File: src/rtl/loader_pkg.sv
// Shared types and helpers for the UART instruction-memory loader.
// Holds the load FSM and receiver state enums, the sync byte and the baud divisor function.
package loader_pkg;

  localparam logic [7:0] SYNC_BYTE = 8'hA5;

  typedef enum logic [2:0] {
    ST_IDLE,
    ST_LEN_LO,
    ST_LEN_HI,
    ST_DATA,
    ST_CHECK,
    ST_DONE
  } load_state_t;

  typedef enum logic [1:0] {
    RX_IDLE,
    RX_START,
    RX_DATA,
    RX_STOP
  } rx_state_t;

  // Clock cycles per UART bit, rounded to nearest.
  function automatic int calc_div(input int clk_freq_hz, input int baud);
    return (clk_freq_hz + baud / 2) / baud;
  endfunction

endpackage

File: src/rtl/uart_rx_byte.sv
// 8N1 UART byte receiver: 2-FF synchronizer, mid-bit sampling, false-start rejection.
// byte_valid / frame_err pulse for one cycle after the stop-bit sample.
module uart_rx_byte
  import loader_pkg::*;
#(
  parameter int DIV = 16
) (
  input  logic       clk,
  input  logic       reset,
  input  logic       rx,
  output logic [7:0] data_byte,
  output logic       byte_valid,
  output logic       frame_err
);

  localparam logic [15:0] FULL_M1 = 16'(DIV - 1);
  localparam logic [15:0] HALF_M1 = 16'(DIV / 2 - 1);

  logic        rx_meta, rx_sync, rx_prev;
  rx_state_t   state_q, state_d;
  logic [15:0] cnt_q, cnt_d;
  logic [2:0]  bit_q, bit_d;
  logic [7:0]  shift_q, shift_d;
  logic        valid_d, err_d;

  // Line idles high, so the synchronizer resets to 1 to avoid a phantom start edge.
  always_ff @(posedge clk or negedge reset) begin
    if (!reset) begin
      rx_meta <= 1'b1;
      rx_sync <= 1'b1;
      rx_prev <= 1'b1;
    end else begin
      rx_meta <= rx;
      rx_sync <= rx_meta;
      rx_prev <= rx_sync;
    end
  end

  always_ff @(posedge clk or negedge reset) begin
    if (!reset) begin
      state_q    <= RX_IDLE;
      cnt_q      <= '0;
      bit_q      <= '0;
      shift_q    <= '0;
      byte_valid <= 1'b0;
      frame_err  <= 1'b0;
    end else begin
      state_q    <= state_d;
      cnt_q      <= cnt_d;
      bit_q      <= bit_d;
      shift_q    <= shift_d;
      byte_valid <= valid_d;
      frame_err  <= err_d;
    end
  end

  always_comb begin
    state_d = state_q;
    cnt_d   = cnt_q + 16'd1;
    bit_d   = bit_q;
    shift_d = shift_q;
    valid_d = 1'b0;
    err_d   = 1'b0;
    case (state_q)
      RX_IDLE: begin
        cnt_d = '0;
        if (rx_prev && !rx_sync) state_d = RX_START;
      end
      RX_START: begin
        if (cnt_q == HALF_M1) begin
          cnt_d   = '0;
          bit_d   = '0;
          state_d = rx_sync ? RX_IDLE : RX_DATA;
        end
      end
      RX_DATA: begin
        if (cnt_q == FULL_M1) begin
          cnt_d   = '0;
          shift_d = {rx_sync, shift_q[7:1]};
          bit_d   = bit_q + 3'd1;
          if (bit_q == 3'd7) state_d = RX_STOP;
        end
      end
      RX_STOP: begin
        if (cnt_q == FULL_M1) begin
          cnt_d   = '0;
          valid_d = rx_sync;
          err_d   = !rx_sync;
          state_d = RX_IDLE;
        end
      end
      default: state_d = RX_IDLE;
    endcase
  end

  assign data_byte = shift_q;

endmodule

File: src/rtl/uart_imem_loader.sv
// Loads a framed program image from UART into instruction memory, holding the core meanwhile.
// Define LOADER_CHECKSUM_EN to require a trailing XOR checksum byte over the LEN and data bytes.
module uart_imem_loader
  import loader_pkg::*;
#(
  parameter int CLK_FREQ_HZ = 50_000_000,
  parameter int BAUD        = 115_200,
  parameter int ADDR_W      = 10
) (
  input  logic              clk,
  input  logic              reset,
  input  logic              rx,
  output logic              imem_we,
  output logic [ADDR_W-1:0] imem_addr,
  output logic [31:0]       imem_wdata,
  output logic              core_hold,
  output logic              load_done,
  output logic              load_err
);

  localparam int          DIV   = calc_div(CLK_FREQ_HZ, BAUD);
  localparam logic [16:0] DEPTH = 17'(1 << ADDR_W);
`ifdef LOADER_CHECKSUM_EN
  localparam load_state_t END_STATE = ST_CHECK;
`else
  localparam load_state_t END_STATE = ST_DONE;
`endif

  logic [7:0] rx_data;
  logic       rx_valid, rx_err;

  uart_rx_byte #(.DIV(DIV)) u_rx (
    .clk        (clk),
    .reset      (reset),
    .rx         (rx),
    .data_byte  (rx_data),
    .byte_valid (rx_valid),
    .frame_err  (rx_err)
  );

  load_state_t       state_q, state_d;
  logic [7:0]        len_lo_q, len_lo_d;
  logic [15:0]       len_q, len_d;
  logic [16:0]       word_cnt_q, word_cnt_d;
  logic [1:0]        lane_q, lane_d;
  logic [23:0]       word_buf_q, word_buf_d;
  logic              we_d, hold_d, done_d, err_d;
  logic [ADDR_W-1:0] addr_d;
  logic [31:0]       wdata_d;
`ifdef LOADER_CHECKSUM_EN
  logic [7:0]        chk_q, chk_d;
`endif

  always_ff @(posedge clk or negedge reset) begin
    if (!reset) begin
      state_q    <= ST_IDLE;
      len_lo_q   <= '0;
      len_q      <= '0;
      word_cnt_q <= '0;
      lane_q     <= '0;
      word_buf_q <= '0;
      imem_we    <= 1'b0;
      imem_addr  <= '0;
      imem_wdata <= '0;
      core_hold  <= 1'b0;
      load_done  <= 1'b0;
      load_err   <= 1'b0;
`ifdef LOADER_CHECKSUM_EN
      chk_q      <= '0;
`endif
    end else begin
      state_q    <= state_d;
      len_lo_q   <= len_lo_d;
      len_q      <= len_d;
      word_cnt_q <= word_cnt_d;
      lane_q     <= lane_d;
      word_buf_q <= word_buf_d;
      imem_we    <= we_d;
      imem_addr  <= addr_d;
      imem_wdata <= wdata_d;
      core_hold  <= hold_d;
      load_done  <= done_d;
      load_err   <= err_d;
`ifdef LOADER_CHECKSUM_EN
      chk_q      <= chk_d;
`endif
    end
  end

  // Bytes fill the word buffer from the top so byte 0 ends up in bits 7:0 of the written word.
  always_comb begin
    state_d    = state_q;
    len_lo_d   = len_lo_q;
    len_d      = len_q;
    word_cnt_d = word_cnt_q;
    lane_d     = lane_q;
    word_buf_d = word_buf_q;
    we_d       = 1'b0;
    addr_d     = imem_addr;
    wdata_d    = imem_wdata;
    hold_d     = core_hold;
    done_d     = 1'b0;
    err_d      = load_err;
`ifdef LOADER_CHECKSUM_EN
    chk_d      = chk_q;
    if (rx_valid && state_q != ST_IDLE && state_q != ST_CHECK) chk_d = chk_q ^ rx_data;
`endif
    if (rx_err) err_d = 1'b1;

    case (state_q)
      ST_IDLE: begin
        if (rx_valid && rx_data == SYNC_BYTE) begin
          state_d    = ST_LEN_LO;
          hold_d     = 1'b1;
          err_d      = 1'b0;
          word_cnt_d = '0;
          addr_d     = '0;
          lane_d     = '0;
`ifdef LOADER_CHECKSUM_EN
          chk_d      = '0;
`endif
        end
      end
      ST_LEN_LO: begin
        if (rx_valid) begin
          len_lo_d = rx_data;
          state_d  = ST_LEN_HI;
        end
      end
      ST_LEN_HI: begin
        if (rx_valid) begin
          len_d   = {rx_data, len_lo_q};
          state_d = ({rx_data, len_lo_q} == 16'd0) ? END_STATE : ST_DATA;
        end
      end
      ST_DATA: begin
        if (rx_valid) begin
          lane_d     = lane_q + 2'd1;
          word_buf_d = {rx_data, word_buf_q[23:8]};
          if (lane_q == 2'd3) begin
            wdata_d = {rx_data, word_buf_q};
            if (word_cnt_q < DEPTH) begin
              we_d   = 1'b1;
              addr_d = word_cnt_q[ADDR_W-1:0];
            end else begin
              err_d = 1'b1;
            end
            word_cnt_d = word_cnt_q + 17'd1;
            if (word_cnt_q + 17'd1 == {1'b0, len_q}) state_d = END_STATE;
          end
        end
      end
      ST_CHECK: begin
`ifdef LOADER_CHECKSUM_EN
        if (rx_valid) begin
          if (rx_data == chk_q) begin
            state_d = ST_DONE;
          end else begin
            err_d   = 1'b1;
            state_d = ST_IDLE;
          end
        end
`else
        state_d = ST_IDLE;
`endif
      end
      ST_DONE: begin
        done_d  = 1'b1;
        hold_d  = 1'b0;
        state_d = ST_IDLE;
      end
      default: state_d = ST_IDLE;
    endcase
  end

endmodule
File: config.mk
export PLATFORM = sky130hd
export DESIGN_NAME = uart_imem_loader
export DESIGN_NICKNAME = d
export VERILOG_FILES = /design/src/rtl/loader_pkg.sv /design/src/rtl/uart_rx_byte.sv /design/src/rtl/uart_imem_loader.sv
export SDC_FILE = /design/constraint.sdc
export NUM_CORES = 1
export LEC_CHECK = 0
export BUFFER_PORTS_ARGS = -buffer_cell sky130_fd_sc_hd__buf_2
export CELL_PAD_IN_SITES_DETAIL_PLACEMENT = 1
export CELL_PAD_IN_SITES_GLOBAL_PLACEMENT = 2
export CORE_ASPECT_RATIO = 0.9
export CORE_MARGIN = 10
export CORE_UTILIZATION = 39
export DETAILED_ROUTE_END_ITERATION = 12
export GPL_TIMING_DRIVEN = 0
export PLACE_DENSITY_LB_ADDON = 0.1
export SYNTH_ARGS = -nofsm -noshare
export SYNTH_HDL_FRONTEND = slang
export SYNTH_SLANG_ARGS = --single-unit
File: constraint.sdc
create_clock -name clk -period 2.7 [get_ports clk]
set_clock_uncertainty 0.05 [all_clocks]
set_input_delay 0.27 -clock clk [delete_from_list [all_inputs] [get_ports clk]]
set_output_delay 0.27 -clock clk [all_outputs]
set_load 0.005 [all_outputs]
# After elaboration in Yosys (flattened, before gate mapping)
# Cells that the tools add are included.
[totals]
ff_bits = 150
output_inout_bits = 46
[op_classes]
add_sub_neg = 4
order_cmp = 1
eq_ne = 25
muxes = 50
n_reduce_logical = 22
[op_table]
columns = ["op", "count"]
rows = [
  ["two-way mux 17 bit", 3],
  ["one-hot mux 16 bit (3 select lines)", 1],
  ["two-way mux 10 bit", 4],
  ["one-hot mux 17 bit (2 select lines)", 1],
  ["two-way mux 16 bit", 2],
  ["two-way mux 3 bit", 9],
  ["one-hot mux 10 bit (2 select lines)", 1],
  ["adder 17 x 1 -> 17 bit (second input constant)", 1],
  ["equality test 17 x 16 -> 1 bit", 1],
  ["less-than comparator 17 x 11 -> 1 bit (second input constant)", 1],
  ["adder 16 x 1 -> 16 bit (second input constant)", 1],
  ["equality test 16 x 8 -> 1 bit (second input constant)", 1],
  ["equality test 16 x 9 -> 1 bit (second input constant)", 1],
  ["zero test 16 bit", 1],
  ["two-way mux 2 bit", 8],
  ["inequality test 2 x 1 -> 1 bit (second input constant)", 8],
  ["two-way mux 1 bit", 15],
  ["one-hot mux 3 bit (4 select lines)", 1],
  ["AND reduction 2 bit", 5],
  ["AND reduction 5 bit", 2],
  ["AND reduction 3 bit", 3],
  ["equality test 8 bit (second input constant)", 1],
  ["inequality test 2 bit (second input constant)", 4],
  ["one-hot mux 2 bit (4 select lines)", 1],
  ["18 further kinds", 26],
]

# Longest topological paths before layout
# Gate-level depths: netlist (run 1).
[depth]
word_depth = 6
ltp_mapped = 9
mapped_depth_nobuf = 8

# By module
# From an unflattened synthesis (run 1), not the netlist that was laid out.
[unflattened]
hier_cells = 634
hier_area_um2 = 7043.0
[by_module_without_submodules]
columns = ["module", "n_inst", "cells_per_inst", "area_per_inst_um2"]
rows = [
  ["uart_imem_loader", 1, 485, 5331.4],
  ["uart_rx_byte", 1, 149, 1711.6],
]

# Least setup slack after synthesis (run 1)
# OpenSTA, ideal clock, no wires.
[synth_path]
kind = "register to register"
start = "reg word_cnt_q[0]"
end = "reg state_q[1]"
setup_ns = 0.120
arrival_ns = 2.096
t_required_ns = 2.530
setup_slack_ns = 0.433
stages_incl_launch_ff = 9
n_path_buf = 0
synth_period_minus_slack_ns = 2.267
path_cell_list = "dfrtp_1 ha_1 nand3_1 nor2_1 or3_1 a22o_1 nor4_2 nand3_1 a41o_1"
[synth_via]
elab_chain_cells = 4
[synth_lines]
columns = ["item", "line_no", "rtl"]
rows = [
  ["start, declared", "uart_imem_loader.sv:44", "logic [16:0] word_cnt_q, word_cnt_d;"],
  ["start signal, assigned", "uart_imem_loader.sv:75", "word_cnt_q <= word_cnt_d;"],
  ["adder 17 x 1 -> 17 bit", "uart_imem_loader.sv:149", "if (word_cnt_q + 17'd1 == {1'b0, len_q}) state_d = END_STATE;"],
  ["equality test 17 x 16 -> 1 bit", "uart_imem_loader.sv:149", ""],
  ["inequality test 2 bit (no line)", "-", ""],
  ["AND reduction 6 bit (no line)", "-", ""],
  ["end signal, assigned", "uart_imem_loader.sv:72", "state_q <= state_d;"],
  ["end, declared", "uart_imem_loader.sv:41", "load_state_t state_q, state_d;"],
]
# Every way passes these cells.
# A chain may end at the register's enable or synchronous reset.

# Worst setup path after layout (run 1)
# Ends and elaborated chain as after synthesis.

==> results by group, run 1 <==
Power
  • Peak VDD IR: approximately 0.43 mV
  • Cell Pwr Density: 649 nW/um2
  • Leak: roughly 0.0041 uW
  • Post-route total power: about 5300 uW

Cells and area
  • Nets: between 700 and 800
  • Non-Filler Instances: 1,017
  • Multi-input gate area: between 2000 and 3000 um2
  • Layout cells sized above 1: 19.2%
  • Filler cells: 1,947
  • Layout Utilization: between 40 and 50%
  • Antenna cell count: 0
  • FF/Latch Area: approximately 3800 um2
  • Layout area overhead: 19.1%

STA
  • Slew Limit Fails: 0
  • Worst Slack Setup Final: ~0.094 ns
  • Tcrit/Tclk final: slightly below 100%
  • Worst slew pin tran: approximately 0.85 ns
  • Crit path time final: between 2 and 3 ns
  • Hold Fails Final Rpt: 0
  • Slew HR: a little over two fifths
  • Setup_tns: 0 ns
  • F_max: 384 MHz
  • Setup violations, final: 0

Clock network
  • Clock Root Buffer: clkbuf_16
  • Number of buffers created by CTS: 17
  • Clock Sinks: 150
  • CTS tree: done
  • Worst-Skew Late Latency: roughly 0.43 ns
  • Clk pin slew, worst setup/hold paths: approximately 0.06 ns
  • H-tree depth: 4
  • CTS Buffer Depth: 2

Yosys
  • Fraction of registers with async set/reset: 100%
  • Seq/Total Area, Yosys: 55.0%
  • Post-synth EDFFs: 0
  • Mean post-synth cell area: roughly 9.8 um2
  • Synthesis-stage register bit count: 150
  • Post-synthesis cell area: between 6000 and 7000 um2
  • Synth Warn #: 0
  • Synth Instances: 699
  • Synth area leader: dfrtp_1
  • Synth area leaders: dfrtp_1 54%, nand2_1 12%, mux2_2 5.3%
  • Unique cell type count in the Yosys netlist: 54
  • Syn_nets: 713
  • Post-synth top area share: between 50% and 60%
  • Post-synth top flop: dfrtp_1

Worst setup path
  • Crit-path leading delay family: simple AND/OR/NAND/NOR gates
  • Startpoint types: flip-flop
  • CP Data Arrival Time: between 2 and 3 ns
  • Crit path buf inv count: 0
  • Required time worst endpoint: approximately 3.0 ns
  • Worst setup path category: flip-flop to flip-flop
  • Slowest CP cell: dfrtp_1
  • Levels on crit path: 8
  • Critical Path Max Stage Delay: approximately 0.50 ns
  • Crit. End Element: flip-flop
  • Reg2reg path depth: 8
  • CP Max Fanout: 7
  • CP Cell Sequence: ha_1 > and3_4 > and4_4 > xnor2_1 > a22o_1 > nor4_4 > nand3_1 > a41o_1

Place
  • Dpl ws: approximately 0.013 ns
  • Port Buffer Count: 48
  • Post-placement cell count: roughly 980
  • Hpwl dp: 12,500 um
  • GPL Wtd Cong: between 0.8 and 0.9

GRT
  • Largest net degree at the start of global routing: 89
  • Vias in the first global route: around 5,500
  • Grt ovf: 0
  • First-pass GRT wire length: roughly 30,000 um
  • Initial antenna violation count: 0
  • All-Layer GR Usage: between 15 and 20%

Route
  • TritonRoute pass-1 iters: 4
  • Drt via density: ~5
  • Met2 WL: 8260 um
  • Vias: about 5,100
  • WL met3: ~800 um
  • WL per Instance: 17.4 um
  • Final ANT Viol Nets: 0
  • M1 WL: 8450 um
  • Total routed wirelength: about 18,000 um
  • DRC: 0
  • Initial drt markers: ~170
  • DR top layer: met4

Floorplan
  • Die area: around 23,000 um2
  • Top Ports: between 40 and 50
  • Row count: 45
  • Core area: 17,000 um2
  • Die height: about 150 um
  • Initial core utilization: 40.1%
  • Die W: around 160 um

Status
  • Status: finished, final reports clean

Min path
  • Hold depth: 0
  • Hold crit path type: flip-flop to flip-flop

Run
  • Max Cap Viol: 0
cell usage in the layout (no fill, tap or decap), types with 4 or more instances in the layout:
| cell | netlist | layout |
|---|---|---|
| bufinv_16 | 0 | 4 |
| nand4_1 | 7 | 7 |
| o31ai_1 | 6 | 6 |
| buf_4 | 7 | 7 |
| xor2_1 | 17 | 17 |
| xnor2_1 | 16 | 16 |
| a21oi_1 | 6 | 6 |
| ha_1 | 11 | 11 |
| clkbuf_1 | 19 | 17 |
| nor2_1 | 46 | 44 |
| mux2_2 | 32 | 32 |
| and3_1 | 7 | 7 |
| nand2b_1 | 4 | 4 |
| nor4_1 | 10 | 6 |
| nand2_1 | 219 | 219 |
| o21ai_0 | 37 | 37 |
| buf_2 | 5 | 52 |
| nor3_1 | 7 | 6 |
| nand3_1 | 14 | 13 |
| inv_1 | 20 | 20 |
| mux2i_1 | 13 | 13 |
| clkbuf_16 | 0 | 17 |
| dfrtp_1 | 147 | 147 |
Yosys cell counts, types with 2 or more instances:
master / number
or3_1: 3
a31oi_1: 2
o211ai_1: 3
buf_2: 5
buf_1: 2
mux2i_1: 13
and3_1: 7
ha_1: 11
nor2b_1: 3
inv_1: 20
nand3_1: 14
xnor2_1: 16
dfrtp_1: 147
nor4_1: 10
a211oi_2: 2
nand2b_1: 4
dfstp_2: 3
xor2_1: 17
nand2_1: 219
o21a_1: 2
a21oi_1: 6
mux2_2: 32
nor3_1: 7
nor3b_1: 2
clkbuf_1: 19
nor2_1: 46
and4_1: 3
o22ai_1: 2
o31ai_1: 6
o21ai_0: 37
buf_4: 7
nand4_1: 7
kinds of logic after synthesis:
kind of cell	Yosys count	share of synthesized area, %
DFF	150	55.0
and+or+nand+nor	336	21.5
AOI/OAI and AO/OA	70	6.47
xor gates and xnor gates	33	4.23
adders and majority gates	11	2.02
buffers and inverters	54	3.56
muxes	45	7.18
final timing paths:
path | endpoint | slack [ns] | startpoint
max | state_q[1]$_DFFE_PN0P_ | 0.09 | word_cnt_q[0]$_DFFE_PN0P_
min | u_rx.rx_sync$_DFF_PN1_ | 0.31 | u_rx.rx_meta$_DFF_PN1_
max reg2reg | state_q[1]$_DFFE_PN0P_ | 0.09 | word_cnt_q[0]$_DFFE_PN0P_
min reg2reg | u_rx.rx_sync$_DFF_PN1_ | 0.31 | u_rx.rx_meta$_DFF_PN1_
max in group asynchronous | u_rx.rx_meta$_DFF_PN1_ | 1.24 | reset
min in group asynchronous | imem_addr[3]$_DFFE_PN0P_ | 0.43 | reset
state kept, by name, summed over array words and instances (netlist names), 8 cells and up, named ones only:
signal,count
len_q,16
imem_addr,10
len_lo_q,8
word_buf_q,24
u_rx.data_byte,8
imem_wdata,32
word_cnt_q,17
u_rx.cnt_q,16
report_power, final:
part	total [uW]	switching [uW]	leakage, uW	internal, uW
Clock	2570	983	0.000301	1580
Combinational	386	262	0.00169	124
Sequential	2320	38.2	0.00208	2290
Total	5280	1280	0.00408	3990
cell type report:
type / count / share of cell area [%]
Sequential cell: 150 / 46.2
Multi-Input combinational cell: 495 / 35.7
Clock buffer: 19 / 5.45
Timing Repair Buffer: 51 / 3.62
Tap cell: 235 / 3.62
Clock inverter: 13 / 2.40
Buffer: 34 / 2.11
Inverter: 20 / 0.923
through the flow:
stage / hold WS (ns) / instance area, um2
after floorplan: -0.0756 / 6830
after global placement: 0.298 / 7360
after detailed placement: 0.300 / 7390
after CTS: 0.309 / 8060
after global routing: 0.310 / 8130
final: 0.307 / 8130
per-layer routing:
layer	global-route usage, %	up-vias
met5	0	-
met4	4.81	0
met3	4.24	15
met2	24.7	69
met1	20.7	2516
li1	-	2466
repair_timing:
item                                   4_1_cts  5_1_grt
hold buffers                                 2        0
buffers inserted                             0        0
endpoints found under the hold margin       88        0
resized for setup                            1       17
setup endpoints to repair                    2       37
Note: power is estimated with default switching activity, not from simulation.
==> run 2, diff against run 1 <==
--- a/config.mk
+++ b/config.mk
@@ -11,5 +11,5 @@
 export CORE_ASPECT_RATIO = 0.9
 export CORE_MARGIN = 10
-export CORE_UTILIZATION = 39
+export CORE_UTILIZATION = 35
 export DETAILED_ROUTE_END_ITERATION = 12
 export GPL_TIMING_DRIVEN = 0
==> constraint.sdc (replaced) <==
create_clock -name clk -period 2.25 [get_ports clk]
set_clock_uncertainty 0.05 [all_clocks]
set_input_delay 0.45 -clock clk [delete_from_list [all_inputs] [get_ports clk]]
set_output_delay 0.45 -clock clk [all_outputs]
set_load 0.005 [all_outputs]
==> run 2 against run 1 <==
Compared with the run above:
- worst hold slack got worse by 0.24 ns
- die area increased by 9.9%
- routed wire length up 3.5%
- maximum frequency is 17% higher
- via count rose by 3.0%
- final cell count grew 3.3%
- total power increased by 13%
- critical path type unchanged
- critical endpoint unchanged
- largest cell class unchanged
- largest power group is now registers
- highest routed layer unchanged
==> results by group, run 2 (synthesis results as in run 1) <==
Min path
  • WHS Endpoint: u_rx.rx_meta$_DFF_PN1_
  • Hold crit path type: input port to flip-flop
  • Hold Path Origin: rx
  • Hold depth: 1

Floorplan
  • Die area: between 20,000 and 30,000 um2
  • Die height: approximately 150 um
  • Die W: ~170 um
  • Initial core utilization: a little over a third
  • Top Ports: just under 50
  • Row count: 48
  • Core area: 19,200 um2

Worst setup path
  • Reg2Reg Setup Slack: roughly 0.024 ns
  • Startpoint types: flip-flop
  • Critical Path Max Stage Delay: between 0.4 and 0.5 ns
  • CP Data Arrival Time: 2.48 ns
  • Crit-path leading delay family: simple AND/OR/NAND/NOR gates
  • FF-to-FF End: state_q[1]$_DFFE_PN0P_
  • Crit path buf inv count: 0
  • Crit. End Element: flip-flop
  • Reg2reg start: word_cnt_q[1]$_DFFE_PN0P_
  • Reg2reg path depth: 8
  • Worst setup path category: flip-flop to flip-flop
  • CP Max Fanout: 5
  • CP Cell Sequence: ha_4 > and3_4 > and4_4 > xnor2_2 > a22o_1 > nor4_4 > nand3_1 > a41o_1
  • Slowest CP cell: dfrtp_2
  • Required time worst endpoint: 2.51 ns

Run
  • Max Cap Viol: 0

GRT
  • All-Layer GR Usage: 14.6%
  • Vias in the first global route: between 5,000 and 6,000
  • Largest net degree at the start of global routing: 87
  • Initial antenna violation count: 0
  • Grt ovf: 0
  • First-pass GRT wire length: 30,400 um

Clock network
  • CTS tree: done
  • H-tree depth: 4
  • Clock Sinks: 150
  • Clock Root Buffer: clkbuf_16
  • Worst-Skew Late Latency: between 0.4 and 0.5 ns
  • CTS Buffer Depth: 2
  • Number of buffers created by CTS: 17
  • Clk pin slew, worst setup/hold paths: around 0.060 ns

Cells and area
  • FF/Latch Area: 3770 um2
  • Biggest regs: imem_wdata: 32 flops, word_buf_q: 24 flops, word_cnt_q: 17 flops
  • Most common cell after layout, fill and taps aside: nand2_1
  • Layout area overhead: 22.9%
  • Most frequent cells in the layout: 218 x nand2_1, 139 x dfrtp_1, 51 x buf_2, 43 x nor2_1, 35 x o21ai_0
  • Antenna cell count: 0
  • Multi-input gate area: between 3000 and 4000 um2
  • Flip-flop count of the largest register after layout: 32
  • Biggest register: imem_wdata
  • Nets: about 800
  • Layout cells sized above 1: ~25%
  • Filler cells: approximately 2,100

STA
  • Slew HR: between 50% and 60%
  • WHS: about 0.07 ns
  • Setup_tns: 0 ns
  • Setup violations, final: 0
  • Slew Limit Fails: 0
  • RSZ-0062 raised after global routing: true
  • Tcrit/Tclk final: approximately 99%
  • Worst slew pin tran: 0.644 ns
  • F_max: between 400 and 500 MHz
  • Hold Fails Final Rpt: 0
  • Crit path time final: ~2.2 ns

Route
  • Final ANT Viol Nets: 0
  • TritonRoute pass-1 iters: 4
  • Total routed wirelength: around 18,000 um
  • Vias: around 5,200
  • Drt via density: ~5.0
  • WL per Instance: 17.4 um
  • DRC: 0
  • Initial drt markers: 190

Status
  • Status: finished, final reports clean

Power
  • Peak VDD IR: between 0.4 and 0.5 mV
  • Leak: around 0.0042 uW
  • Cell Pwr Density: 711 nW/um2

Place
  • Port Buffer Count: 48
  • Hpwl dp: between 10,000 and 15,000 um
  • GPL Wtd Cong: approximately 0.78
[run 2: stage by stage]
stage	instances	worst slack (ns)	area (um2)	total power (uW)	util, %
floorplan	699	0.0278	6830	3120	-
global placement	997	-1.61	7380	3270	38.5
detailed placement	998	-0.376	7420	3320	38.7
CTS	1035	0.00150	8180	6050	42.7
global route	1051	-0.0725	8390	6270	43.8
finish	1051	0.0235	8390	5970	43.8
[run 2: worst register-to-register path, cell delays in order, from the launching register on]
cell and delay, ns:
dfrtp_2 0.45, ha_4 0.20, and3_4 0.21, and4_4 0.19
xnor2_2 0.14, a22o_1 0.25, nor4_4 0.31, nand3_1 0.11
a41o_1 0.22
[run 2: power by group]
part           leakage (uW)  switching [uW]  total [uW]  internal (uW)
clock network      0.000271            1140        2690           1550
registers           0.00207            48.3        2790           2740
logic               0.00190             311         486            175
[run 2: worst max path at each step]
stage                                    start                         to  slack (ns)  cells after the start
floorplan            word_cnt_q[0]$_DFFE_PN0P_     state_q[1]$_DFFE_PN0P_        0.03                      8
global placement                         reset  word_buf_q[4]$_DFFE_PN0P_       -1.61                      1
detailed placement   word_cnt_q[0]$_DFFE_PN0P_     state_q[1]$_DFFE_PN0P_       -0.38                      8
CTS                 word_cnt_q[10]$_DFFE_PN0P_     state_q[1]$_DFFE_PN0P_       0.001                      8
global route         word_cnt_q[1]$_DFFE_PN0P_     state_q[2]$_DFFE_PN0P_       -0.07                      8
finish               word_cnt_q[1]$_DFFE_PN0P_     state_q[1]$_DFFE_PN0P_        0.02                      8
[run 2: area by class of cell]
type / count / area share [%]
well taps: 250 / 3.73
repair buffers: 73 / 5.49
clock buffers: 21 / 5.37
flip-flops and latches: 150 / 44.9
multi-input cells: 495 / 36.1
plain buffers: 31 / 2.30
inverters: 20 / 0.894
clock inverters: 11 / 1.21
[run 2: repair_timing]
item                       CTS  global route
gates resized for setup     39            33
hold endpoints to repair    22             0
pin swaps                    8            14
setup endpoints to repair  100            81
hold buffers                 1             0
buffers inserted             7            15
gates cloned                 0             1
[run 2: metal layers]
metal / vias to the layer above / wire [um] / part of all wire (%) / track usage [%]
li1: 2500 / - / - / -
met1: 2642 / 8920 / 49 / 19.5
met2: 58 / 8560 / 47 / 22.7
met3: 17 / 535 / 2.9 / 3.69
met4: 0 / 258 / 1.4 / 4.85
met5: - / 0 / 0 / 0
